[src/rtl/ram_bus_arbiter.sv]
// Two-master arbiter for the single-port data RAM: one registered grant per
// transaction, round-robin or fixed priority with an m1 starvation guard.
module ram_bus_arbiter #(
  parameter int DATA_WIDTH    = 32,
  parameter int ADDR_WIDTH    = 32,
  parameter int PRIORITY_MODE = 0,
  parameter int STARVE_LIMIT  = 8
) (
  input  logic                  clk,
  input  logic                  rst,
  input  logic                  m0_req,
  input  logic                  m0_we,
  input  logic [ADDR_WIDTH-1:0] m0_addr,
  input  logic [DATA_WIDTH-1:0] m0_wdata,
  output logic                  m0_gnt,
  output logic                  m0_rvalid,
  output logic [DATA_WIDTH-1:0] m0_rdata,
  input  logic                  m1_req,
  input  logic                  m1_we,
  input  logic [ADDR_WIDTH-1:0] m1_addr,
  input  logic [DATA_WIDTH-1:0] m1_wdata,
  output logic                  m1_gnt,
  output logic                  m1_rvalid,
  output logic [DATA_WIDTH-1:0] m1_rdata,
  output logic [ADDR_WIDTH-1:0] mem_addr,
  output logic                  mem_we,
  output logic [DATA_WIDTH-1:0] mem_wd,
  input  logic [DATA_WIDTH-1:0] mem_rd,
  output logic                  busy,
  output logic                  owner
);

  // Handshake: a master holds req/we/addr/wdata until its one-cycle gnt;
  // a read returns rvalid plus rdata on the cycle after gnt.

  typedef enum logic {IDLE = 1'b0, ACCESS = 1'b1} state_t;

  localparam logic [7:0] STARVE_LIM8 = 8'(STARVE_LIMIT);

  state_t                state_q, state_d;
  logic                  sel_q, sel_d;
  logic                  owner_q, owner_d;
  logic                  winner;
  logic [7:0]            starve_q, starve_d;
  logic                  m0_rvalid_q, m1_rvalid_q;
  logic [DATA_WIDTH-1:0] m0_rdata_q, m1_rdata_q;
  logic                  access;

  assign access = (state_q == ACCESS);

  always_comb begin
    winner = 1'b0;
    if (PRIORITY_MODE == 0) begin
      if (m0_req && m1_req) winner = ~owner_q;
      else                  winner = m1_req;
    end else begin
      // Starvation guard overrides m0's static priority.
      if (m1_req && (starve_q >= STARVE_LIM8)) winner = 1'b1;
      else                                     winner = ~m0_req;
    end
  end

  always_comb begin
    state_d = state_q;
    sel_d   = sel_q;
    owner_d = owner_q;
    case (state_q)
      IDLE: begin
        if (m0_req || m1_req) begin
          state_d = ACCESS;
          sel_d   = winner;
          owner_d = winner;
        end
      end
      ACCESS:  state_d = IDLE;
      default: state_d = IDLE;
    endcase
  end

  always_comb begin
    m0_gnt   = access && !sel_q;
    m1_gnt   = access &&  sel_q;
    busy     = access;
    mem_addr = '0;
    mem_we   = 1'b0;
    mem_wd   = '0;
    if (access) begin
      mem_addr = sel_q ? m1_addr  : m0_addr;
      mem_we   = sel_q ? m1_we    : m0_we;
      mem_wd   = sel_q ? m1_wdata : m0_wdata;
    end
  end

  always_comb begin
    starve_d = starve_q;
    if (PRIORITY_MODE == 0 || !m1_req || m1_gnt) starve_d = '0;
    else if (starve_q != 8'hFF)                  starve_d = starve_q + 8'd1;
  end

  always_ff @(posedge clk or posedge rst) begin
    if (rst) begin
      state_q  <= IDLE;
      sel_q    <= 1'b0;
      owner_q  <= 1'b1;
      starve_q <= '0;
    end else begin
      state_q  <= state_d;
      sel_q    <= sel_d;
      owner_q  <= owner_d;
      starve_q <= starve_d;
    end
  end

  // Synchronous RAM: read data appears on mem_rd the cycle after ACCESS.
  always_ff @(posedge clk or posedge rst) begin
    if (rst) begin
      m0_rvalid_q <= 1'b0;
      m1_rvalid_q <= 1'b0;
      m0_rdata_q  <= '0;
      m1_rdata_q  <= '0;
    end else begin
      m0_rvalid_q <= m0_gnt && !m0_we;
      m1_rvalid_q <= m1_gnt && !m1_we;
      if (m0_rvalid_q) m0_rdata_q <= mem_rd;
      if (m1_rvalid_q) m1_rdata_q <= mem_rd;
    end
  end

  assign m0_rvalid = m0_rvalid_q;
  assign m1_rvalid = m1_rvalid_q;
  assign m0_rdata  = m0_rvalid_q ? mem_rd : m0_rdata_q;
  assign m1_rdata  = m1_rvalid_q ? mem_rd : m1_rdata_q;
  assign owner     = owner_q;

endmodule

[config.mk]
export PLATFORM = sky130hd
export DESIGN_NAME = ram_bus_arbiter
export DESIGN_NICKNAME = d
export VERILOG_FILES = /design/src/rtl/ram_bus_arbiter.sv
export SDC_FILE = /design/constraint.sdc
export NUM_CORES = 1
export LEC_CHECK = 0
export ABC_AREA = 1
export CAP_MARGIN = 20
export CORE_AREA = 2 2 116 118
export DETAILED_ROUTE_END_ITERATION = 10
export DIE_AREA = 0 0 118 120
export PLACE_DENSITY_LB_ADDON = 0.05
export SYNTH_ARGS = -nofsm -noshare
export SYNTH_HDL_FRONTEND = slang
export SYNTH_SLANG_ARGS = --single-unit
[constraint.sdc]
create_clock -name clk -period 4.7 [get_ports clk]
set_clock_uncertainty 0.05 [all_clocks]
set_input_delay 0.705 -clock clk [delete_from_list [all_inputs] [get_ports clk]]
set_output_delay 0.705 -clock clk [all_outputs]
set_load 0.005 [all_outputs]
==> results of run 1 <==
## cell type report
| class | count | area, um^2 |
|---|---|---|
| diodes | 2 | 5.00 |
| repair buffers | 304 | 3070 |
| fillers | 1273 | 6070 |
| well taps | 176 | 220 |
| clock inverters | 5 | 52.6 |
| flip-flops and latches | 69 | 1730 |
| clock buffers | 10 | 229 |
| inverters | 70 | 263 |
| multi-input cells | 334 | 1340 |
## worst max-delay path: stages (launching register included)
cell	delay, ns
dfrtp_2	1.02
nand2_1	0.10
o21ai_0	0.13
clkdlybuf4s50_1	0.64
## state kept, by name (all words and copies together) (netlist names)
name        cells
owner           1
m1_rvalid       1
m0_rvalid       1
sel_q           1
m1_rdata_q     32
m0_rdata_q     32
busy            1
## per-layer routing
layer,share of wire [%],wire length (um)
met4,2.4,363
met3,8.7,1310
met5,0,0
met1,36,5440
met2,53,7970
## synthesized netlist by cell type, drive strengths merged
cell,number
nand2,266
inv,70
dfrtp,68
o21ai,65
buf,24
clkbuf,4
nor2,2
dfstp,1
nand3,1
## power by group through the flow
stage	registers, uW	logic, uW	clock network, uW
global placement	890	1210	0
floorplan	858	409	0
CTS	889	1230	660
detailed placement	899	1220	0
global route	912	1330	692
finish	886	1210	640
## kinds of logic (layout without fill, tap and decap cells)
| family | count (synthesis) | count (layout) |
|---|---|---|
| buffers and inverters | 98 | 389 |
| DFF | 69 | 69 |
| other | 0 | 2 |
| and+or+nand+nor | 269 | 269 |
| AOI/OAI and AO/OA | 65 | 65 |
## worst max path at each step
stage,from,to,slack [ns],cells after the start
final,m1_rvalid,m1_rdata[1],1.71,3
after global routing,m0_rvalid,m0_rdata[8],1.47,3
after CTS,sel_q,mem_addr[28],1.47,6
after detailed placement,sel_q,mem_addr[28],1.84,6
after global placement,sel_q,mem_addr[28],1.85,6
after floorplan,rst,busy,2.21,1
## metrics by stage
stage | std cells | hold slack (ns) | total power, uW
3_3_place_gp | 950 | 0.419 | 2100
4_1_cts | 966 | 0.455 | 2780
6_report | 970 | 0.451 | 2740
2_1_floorplan | 501 | 0.410 | 1270
5_1_grt | 970 | 0.482 | 2930
3_5_place_dp | 951 | 0.445 | 2110
==> metrics.md, run 1 <==
| Metric | Value |
|---|---|
| Run status | finished, final reports clean |
| Combinational family with the most area after synthesis | simple AND/OR/NAND/NOR gates |
| Terminus of the critical flop-to-flop path | m0_rdata_q[2] |
| Via count of the first global-routing pass | a little over 4,000 |
| Clock power share | between 20% and 30% |
| Count of maximum capacitance violations | 0 |
| Final sum of negative setup slack | 0 ns |
| Routed Wire Length | 15,100 um |
| Max-slew violation total from the final report | 0 |
| Resized Gates After CTS | 0 |
| Most frequent standard cell in the layout excluding fill and tap cells | clkdlybuf4s50_1 |
| Post-synth top area share | 48.3% |
| Detailed-route DRC error count | 0 |
| Net count after synthesis | about 670 |
| Kind of end point of the critical path | output pin |
| Cell types with the largest area share after synthesis | dfrtp_1, nand2_1, o21ai_0 |
| Syn-to-layout area delta | 96.0% |
| Path depth of the worst reg2reg path | 1 |
| Hold Buf Count CTS | 0 |
| Critical Setup Path Class | flip-flop to output pin |
| Sink count of the clock tree | slightly below 70 |
| Count of unique library cells instantiated by Yosys | 11 |
| H-Tree Depth | 3 |
| Commonest non-fill, non-tap cells in the layout | clkdlybuf4s50_1, nand2_1, inv_1, dfrtp_1, o21ai_0 |
| Power Internal | 1930 uW |
| Post-placement cell area | roughly 6600 um^2 |
| Seq pwr share | 32.3% |
| Post-synthesis register bit count | 69 |
| RSZ-0062 raised after global routing | false |
| Reg-to-reg startpoint | m0_rvalid |
| Maximum number of pins on one net before global-route repair | between 60 and 70 |
| Detail-routed net length per standard cell | approximately 16 um |
| Horiz. Die Dim | about 120 um |
| Standby leakage power | about 0.0032 uW |
| Complex-gate fraction of the synthesized area | 9.23% |
| Number of rows in the core area | between 40 and 50 |
| TritonCTS clock tree | built |
| Worst slew pin tran | approximately 1 ns |
| Met2 routing resource usage after global routing | between 30 and 40% |
| Met1 demand-to-capacity share in global routing | 21.5% |
| Number of nets with antenna violations after detailed routing | 0 |
| Top cell type by total area after synthesis | dfrtp_1 |
| Final worst-path cycle share | between 60% and 70% |
| # IOs | 301 |
| Portion of netlist area occupied by mux cells | 0% |
| Critical path fanouts, max | 65 |
| Hold Violations, Final | 0 |
| Fraction of the mapped netlist area in adder cells | 0% |
| WP data arrival | approximately 2.2 ns |
| Clk pin slew, worst setup/hold paths | about 0.05 ns |
| Post-synthesis sequential area ratio | about half |
| Total of endpoints with negative setup slack in the final report | 0 |
| Layout Cell Area excl Fill | approximately 7000 um^2 |
| Max Root-Sink Buffers | 2 |
| Worst VDD drop | ~0.2 mV |
| Post-CTS Repair Setup Buffers | 0 |
| Congestion Overflow GR | 0 |
| Max_slew headroom | 32.5% |
| Setup slack after placement | about 1.8 ns |
| CP startpoint kind | flip-flop |
| Required time of the worst setup path | 3.94 ns |
| Post-layout utilization of the core | 53.2% |
| Half-perimeter wire length after placement | about 12,000 um |
| Number of stages on the worst hold path | 2 |
| Post-Syn Area | between 3000 and 4000 um^2 |
| Fmax | 0.335 GHz |
| Synthesized-area fraction occupied by xor and xnor cells | 0% |
| Clock insertion delay at the later pin of the skew report | between 0.3 and 0.4 ns |
| Vias/cell | around 4.1 |
| Post-layout worst setup margin | 1.71 ns |
| Initial antenna violation count | 2 |
| Buffer cell driving the clock tree root | clkbuf_16 |
| Synthesized netlist cell count | roughly 500 |
| Yosys Warn Count | 0 |
| Global-route layer with the greatest usage | met2 |
| Final nets | 954 |
| Height of the chip | ~120 um |
| Fraction of power spent switching nets | 29.4% |
| Routed via count | 4,020 |
| Total net switching power | just over 800 uW |
| Met3 Track Usage GR | ~7.7% |
| Reg-to-reg setup timing slack | 3.08 ns |
| Classification of the worst-slack hold path | flip-flop to flip-flop |
| RD Place Congestion | between 0.8 and 0.9 |
| Count of TritonRoute iterations in the first routing pass | 4 |
| GRT Util Overall | around a fifth |
| Proportion of layout cells with a drive suffix above 1 | about 3.2% |
| PwrDens | 397 nW/um^2 |
| Worst hold endpoint | owner |
| Effective utilization at floorplan | between 20% and 30% |
| Die footprint | 14,200 um^2 |
| Final period demand of the worst path | between 2 and 3 ns |
| Input/output buffers | 300 |
| Detailed router's first-iteration violation count | roughly 180 |
| Global-route wire length before repair | 22,700 um |
| Combinational share of power | between 40% and 50% |
| Area of the placeable core | around 13,000 um^2 |
| Mean area per synthesized cell | a little over 7 um^2 |
| Simple-gate area share of the yosys netlist | between 20% and 30% |
| Total CTS buffers | 9 |
| Launch point of the worst hold path | owner |
(Power assumes the default switching activity.)
==> run 2, diff against run 1 <==
--- a/config.mk
+++ b/config.mk
@@ -7,9 +7,9 @@
 export LEC_CHECK = 0
 export ABC_AREA = 1
 export CAP_MARGIN = 20
-export CORE_AREA = 2 2 116 118
+export CORE_AREA = 2 2 118 120
 export DETAILED_ROUTE_END_ITERATION = 10
-export DIE_AREA = 0 0 118 120
+export DIE_AREA = 0 0 120 122
 export PLACE_DENSITY_LB_ADDON = 0.05
 export SYNTH_ARGS = -nofsm -noshare
 export SYNTH_HDL_FRONTEND = slang
==> constraint.sdc (replaced) <==
create_clock -name clk -period 3 [get_ports clk]
set_clock_uncertainty 0.05 [all_clocks]
set_input_delay 0.45 -clock clk [delete_from_list [all_inputs] [get_ports clk]]
set_output_delay 0.45 -clock clk [all_outputs]
set_load 0.005 [all_outputs]
==> metrics.md, run 2 (same netlist as run 1, synthesis figures left out) <==
| Metric | Value |
|---|---|
| Total CTS buffers | 9 (unchanged) |
| Vias/cell | 4.11 (was 4.14) |
| Number of stages on the worst hold path | 2 (unchanged) |
| Worst stage delay on the critical path | 0.89 ns (was 1.02 ns) |
| Global-route wire length before repair | 21,100 um (was 22,700 um) |
| Congestion Overflow GR | 0 (unchanged) |
| Required time of the worst setup path | 2.50 ns (was 3.94 ns) |
| Worst VDD drop | 0.277 mV (was 0.195 mV) |
| Area of the placeable core | 13,500 um^2 (was 13,000 um^2) |
| Worst hold endpoint | owner (unchanged) |
| Run status | finished, final reports clean (unchanged) |
| Proportion of layout cells with a drive suffix above 1 | 3.53% (was 3.16%) |
| Count of maximum capacitance violations | 0 (unchanged) |
| Setup slack after placement | 0.556 ns (was 1.84 ns) |
| Total of endpoints with negative setup slack in the final report | 0 (unchanged) |
| PwrDens | 612 nW/um^2 (was 397 nW/um^2) |
| Initial antenna violation count | 1 (was 2) |
| Slowest CP cell | dfrtp_2 (unchanged) |
| GRT Util Overall | 18.8% (was 21.0%) |
| Detailed-route DRC error count | 0 (unchanged) |
| Antenna Diode Count | 0 (was 2) |
| Final sum of negative setup slack | 0 ns (unchanged) |
| Number of nets with antenna violations after detailed routing | 0 (unchanged) |
| Routed via count | 4,007 (was 4,020) |
| H-Tree Depth | 3 (unchanged) |
| Hold Buf Count CTS | 0 (unchanged) |
| Kind of cell adding the most delay to the critical path | flip-flops (unchanged) |
| Kind of end point of the critical path | output pin (unchanged) |
| Die footprint | 14,600 um^2 (was 14,200 um^2) |
| Classification of the worst-slack hold path | flip-flop to flip-flop (unchanged) |
| Terminus of the critical flop-to-flop path | m1_rdata_q[29] (was m0_rdata_q[2]) |
| Horiz. Die Dim | 120 um (was 118 um) |
| Post-CTS Repair Setup Buffers | 0 (unchanged) |
| Buffer cell driving the clock tree root | clkbuf_16 (unchanged) |
| Reg-to-reg startpoint | m1_rvalid (was m0_rvalid) |
| Launch point of the worst hold path | owner (unchanged) |
| Critical Setup Path Class | flip-flop to output pin (unchanged) |
| Input/output buffers | 300 (unchanged) |
| Commonest non-fill, non-tap cells in the layout | clkdlybuf4s50_1, nand2_1, inv_1, dfrtp_1, o21ai_0 (unchanged) |
| Post-placement cell area | 6640 um^2 (was 6580 um^2) |
| Maximum number of pins on one net before global-route repair | 53 (was 67) |
| Most frequent standard cell in the layout excluding fill and tap cells | clkdlybuf4s50_1 (unchanged) |
| TritonCTS clock tree | built (unchanged) |
| Height of the chip | 122 um (was 120 um) |
| Max_slew headroom | 46.1% (was 32.5%) |
| Post-layout worst setup margin | 0.236 ns (was 1.71 ns) |
| CP startpoint kind | flip-flop (unchanged) |
| Post-layout utilization of the core | 51.2% (was 53.2%) |
| Largest registers ranked by flip-flop count | m0_rdata_q (32), m1_rdata_q (32) (unchanged) |
| Effective utilization at floorplan | 26.1% (was 27.2%) |
| Routed Wire Length | 14,300 um (was 15,100 um) |
| RSZ-0062 raised after global routing | false (unchanged) |
| Standby leakage power | 0.00316 uW (about the same) |
| Critical path fanouts, max | 52 (was 65) |
| Count of TritonRoute iterations in the first routing pass | 4 (unchanged) |
| Final period demand of the worst path | around 2.8 ns |
| RD Place Congestion | 0.771 (was 0.898) |
| Max Root-Sink Buffers | 2 (unchanged) |
| # IOs | 301 (unchanged) |
| Hold Violations, Final | 0 (unchanged) |
| Final worst-path cycle share | 92.1% |
| WP data arrival | 2.26 ns (was 2.23 ns) |
| Number of fill cells | 1,320 (was 1,273) |
| Half-perimeter wire length after placement | 11,500 um (was 12,000 um) |
| Sink count of the clock tree | 69 (unchanged) |
| Via count of the first global-routing pass | 3,862 (was 4,028) |
| Detailed router's first-iteration violation count | 232 (was 183) |
| Layout Cell Area excl Fill | 6920 um^2 (was 6910 um^2) |
| Reg-to-reg setup timing slack | 1.45 ns (was 3.08 ns) |
| Final nets | 956 (was 954) |
| Buf+Inv Stages, Crit Path | 2 (was 1) |
| Worst slew pin tran | 0.808 ns (was 1.01 ns) |
| Path depth of the worst reg2reg path | 2 (was 1) |
| Detail-routed net length per standard cell | 14.6 um (was 15.5 um) |
| Clk pin slew, worst setup/hold paths | 0.05 ns (about the same) |
| Resized Gates After CTS | 0 (unchanged) |
| Cell-by-cell trace of the critical path | buf_4 -> nand2_1 -> o21ai_0 -> clkdlybuf4s50_1 (was nand2_1 -> o21ai_0 -> clkdlybuf4s50_1) |
| Clock insertion delay at the later pin of the skew report | 0.32 ns (about the same) |
| Fmax | roughly 0.36 GHz |
| Syn-to-layout area delta | 96.2% (was 96.0%) |
| Number of rows in the core area | 43 (was 42) |
| Max-slew violation total from the final report | 0 (unchanged) |
==> run 2: how the worst max path moves through the flow <==
stage	start	endpoint	slack, ns	cells after the start
final	m1_rvalid	m1_rdata[29]	0.24	4
after global routing	m1_rvalid	m1_rdata[29]	0.07	4
after CTS	m1_rvalid	m1_rdata[29]	0.21	4
after detailed placement	m1_rvalid	m1_rdata[29]	0.56	4
after global placement	m1_rvalid	m1_rdata[29]	0.60	4
after floorplan	rst	busy	0.76	1
==> run 2: layer usage <==
metal	up-vias	track usage (%)	part of all wire, %
li1	2071	-	-
met1	1749	23.3	41
met2	175	30.4	48
met3	10	8.57	10
met4	2	3.53	0.93
met5	-	0	0.091
==> run 2: final cells by class <==
type / count / area (um^2) / share of cell area [%]
inverter: 70 / 263 / 3.80
multi-input combinational: 334 / 1340 / 19.3
sequential: 69 / 1730 / 25.0
clock inverter: 5 / 36.3 / 0.525
tap: 180 / 225 / 3.26
timing repair buffer: 306 / 3090 / 44.6
clock buffer: 10 / 239 / 3.46
==> run 2: stage by stage <==
step | cells | power, uW | hold WS (ns)
floorplan | 501 | 1990 | 0.410
global placement | 959 | 3300 | 0.415
detailed placement | 959 | 3320 | 0.421
CTS | 974 | 4310 | 0.429
global route | 974 | 4550 | 0.490
finish | 974 | 4240 | 0.429
==> run 2: worst reg2reg max path: stages (launching register included) <==
cell and delay [ns]:
dfrtp_2 0.89, buf_4 0.32, o21ai_0 0.15
==> run 2: power breakdown <==
group	leakage, uW	switching (uW)	internal [uW]
combinational	0.00218	767	1140
clock	0.000127	381	578
sequential	0.000850	112	1260
==> run 3, diff against run 2 <==
--- a/config.mk
+++ b/config.mk
@@ -10,7 +10,7 @@
 export CORE_AREA = 2 2 118 120
 export DETAILED_ROUTE_END_ITERATION = 10
 export DIE_AREA = 0 0 120 122
-export PLACE_DENSITY_LB_ADDON = 0.05
+export PLACE_DENSITY = 0.69
 export SYNTH_ARGS = -nofsm -noshare
 export SYNTH_HDL_FRONTEND = slang
 export SYNTH_SLANG_ARGS = --single-unit
==> metrics.md, run 3 (same netlist as run 1, synthesis figures left out) <==
| Metric | Value |
|---|---|
| Run status | finished, final reports clean (unchanged) |
| Total of endpoints with negative setup slack in the final report | 0 (unchanged) |
| Area of the placeable core | 13,500 um^2 (unchanged) |
| Detailed-route DRC error count | 0 (unchanged) |
| Height of the chip | 122 um (unchanged) |
| Initial antenna violation count | 0 (was 1) |
| WP data arrival | 2.04 ns (was 2.26 ns) |
| Worst Hold Margin | 0.434 ns (was 0.429 ns) |
| Max Root-Sink Buffers | 2 (unchanged) |
| Worst stage delay on the critical path | 0.51 ns (was 0.89 ns) |
| Number of nets with antenna violations after detailed routing | 0 (unchanged) |
| Congestion Overflow GR | 0 (unchanged) |
| Proportion of layout cells with a drive suffix above 1 | 3.64% (was 3.53%) |
| Post-placement cell area | 6650 um^2 (was 6640 um^2) |
| Final nets | 957 (was 956) |
| # IOs | 301 (unchanged) |
| CP startpoint kind | flip-flop (unchanged) |
| Hold Buf Count CTS | 0 (unchanged) |
| Max-slew violation total from the final report | 0 (unchanged) |
| Max_slew headroom | 67.5% (was 46.1%) |
| Antenna Diode Count | 0 (unchanged) |
| Detail-routed net length per standard cell | 12.8 um (was 14.6 um) |
| Syn-to-layout area delta | 98.5% (was 96.2%) |
| Final worst-path cycle share | 84.5% (was 92.1%) |
| Final period demand of the worst path | 2.54 ns (was 2.76 ns) |
| Slowest CP cell | clkdlybuf4s50_1 (was dfrtp_2) |
| Number of rows in the core area | 43 (unchanged) |
| Count of maximum capacitance violations | 0 (unchanged) |
| Input/output buffers | 300 (unchanged) |
| Cell mode on critical path | nand2_1 |
| Routed via count | 3,933 (was 4,007) |
| Critical Setup Path Class | flip-flop to output pin (unchanged) |
| Sink count of the clock tree | 69 (unchanged) |
| Half-perimeter wire length after placement | 9640 um (was 11,500 um) |
| Routed Wire Length | 12,500 um (was 14,300 um) |
| Clk pin slew, worst setup/hold paths | 0.05 ns (about the same) |
| Worst slew pin tran | 0.487 ns (was 0.808 ns) |
| Die footprint | 14,600 um^2 (unchanged) |
| Post-layout total power | 4470 uW (was 4240 uW) |
| Standby leakage power | 0.00320 uW (was 0.00316 uW) |
| Buffer cell driving the clock tree root | clkbuf_16 (unchanged) |
| Count of TritonRoute iterations in the first routing pass | 4 (unchanged) |
| TritonCTS clock tree | built (unchanged) |
| H-Tree Depth | 3 (unchanged) |
| PwrDens | 639 nW/um^2 (was 612 nW/um^2) |
| Most frequent standard cell in the layout excluding fill and tap cells | clkdlybuf4s50_1 (unchanged) |
| Layout Cell Area excl Fill | 7000 um^2 (was 6920 um^2) |
| Buf+Inv Stages, Crit Path | 4 (was 2) |
| Cell-by-cell trace of the critical path | inv_2 -> nand2_1 -> inv_2 -> buf_4 -> nand2_1 -> nand2_1 -> clkdlybuf4s50_1 (was buf_4 -> nand2_1 -> o21ai_0 -> clkdlybuf4s50_1) |
| Resized Gates After CTS | 0 (unchanged) |
| RD Place Congestion | 0.720 (was 0.771) |
| GRT Util Overall | 16.4% (was 18.8%) |
| Kind of end point of the critical path | output pin (unchanged) |
| Post-CTS Repair Setup Buffers | 0 (unchanged) |
| Worst VDD drop | 0.246 mV (was 0.277 mV) |
| Largest registers ranked by flip-flop count | m0_rdata_q (32), m1_rdata_q (32) (unchanged) |
| Classification of the worst-slack hold path | flip-flop to flip-flop (unchanged) |
| Commonest non-fill, non-tap cells in the layout | clkdlybuf4s50_1, nand2_1, inv_1, dfrtp_1, o21ai_0 (unchanged) |
| Via count of the first global-routing pass | 3,741 (was 3,862) |
| Kind of cell adding the most delay to the critical path | buffers and inverters (was flip-flops) |
| Total CTS buffers | 9 (unchanged) |
| Effective utilization at floorplan | 26.1% (unchanged) |
| Final sum of negative setup slack | 0 ns (unchanged) |
| Detailed router's first-iteration violation count | 142 (was 232) |
| Vias/cell | 4.03 (was 4.11) |
| Maximum number of pins on one net before global-route repair | 70 (was 53) |
| Fmax | 0.394 GHz (was 0.362 GHz) |
| Global-route wire length before repair | 19,000 um (was 21,100 um) |
| Clock insertion delay at the later pin of the skew report | 0.32 ns (about the same) |
| Post-layout utilization of the core | 51.8% (was 51.2%) |
| Required time of the worst setup path | 2.50 ns (about the same) |
| Horiz. Die Dim | 120 um (unchanged) |
| RSZ-0062 raised after global routing | false (unchanged) |
| Hold Violations, Final | 0 (unchanged) |
| Critical path fanouts, max | 41 (was 52) |
run 3: per-layer routing:
layer  global-route usage (%)  routed length (um)  vias up
li1                         -                   -     2073
met1                     21.3                5390     1682
met2                     26.7                6030      161
met3                     4.03                 802       17
met4                     5.51                 235        0
met5                        0                   0        -
run 3: power by group:
| part | switching [uW] | total, uW | internal (uW) | leakage (uW) |
|---|---|---|---|---|
| logic | 752 | 1890 | 1140 | 0.00218 |
| clock network | 388 | 1230 | 838 | 0.000170 |
| registers | 96.6 | 1360 | 1260 | 0.000850 |
| total | 1240 | 4470 | 3230 | 0.00320 |
run 3: area by class of cell:
cell class	count	area, um^2
fill	1302	6510
timing repair buffer	307	3090
sequential	69	1730
multi-input combinational	334	1340
inverter	70	263
clock buffer	11	243
tap	180	225
clock inverter	5	108
run 3: stage by stage:
stage,std cells,worst slack [ns]
after floorplan,501,0.762
after global placement,960,0.649
after detailed placement,960,0.647
after CTS,976,0.442
after global routing,976,0.315
final,976,0.465
run 3: worst reg2reg max path, cell delays in order (launching register included):
cell	delay, ns
dfrtp_2	0.67
buf_12	0.26
o21ai_0	0.16
run 3: final timing paths:
| check | start | end | slack [ns] | cells after the start |
|---|---|---|---|---|
| setup / recovery | sel_q | mem_addr[4] | 0.46 | 7 |
| hold / removal | owner | owner | 0.43 | 2 |
| setup reg to reg | m1_rvalid | m1_rdata_q[8] | 1.72 | 2 |
| hold reg to reg | owner | owner | 0.43 | 2 |
| max in group asynchronous | rst | owner | 2.11 | 3 |
| min in group asynchronous | rst | m0_rdata_q[9] | 0.46 | 3 |
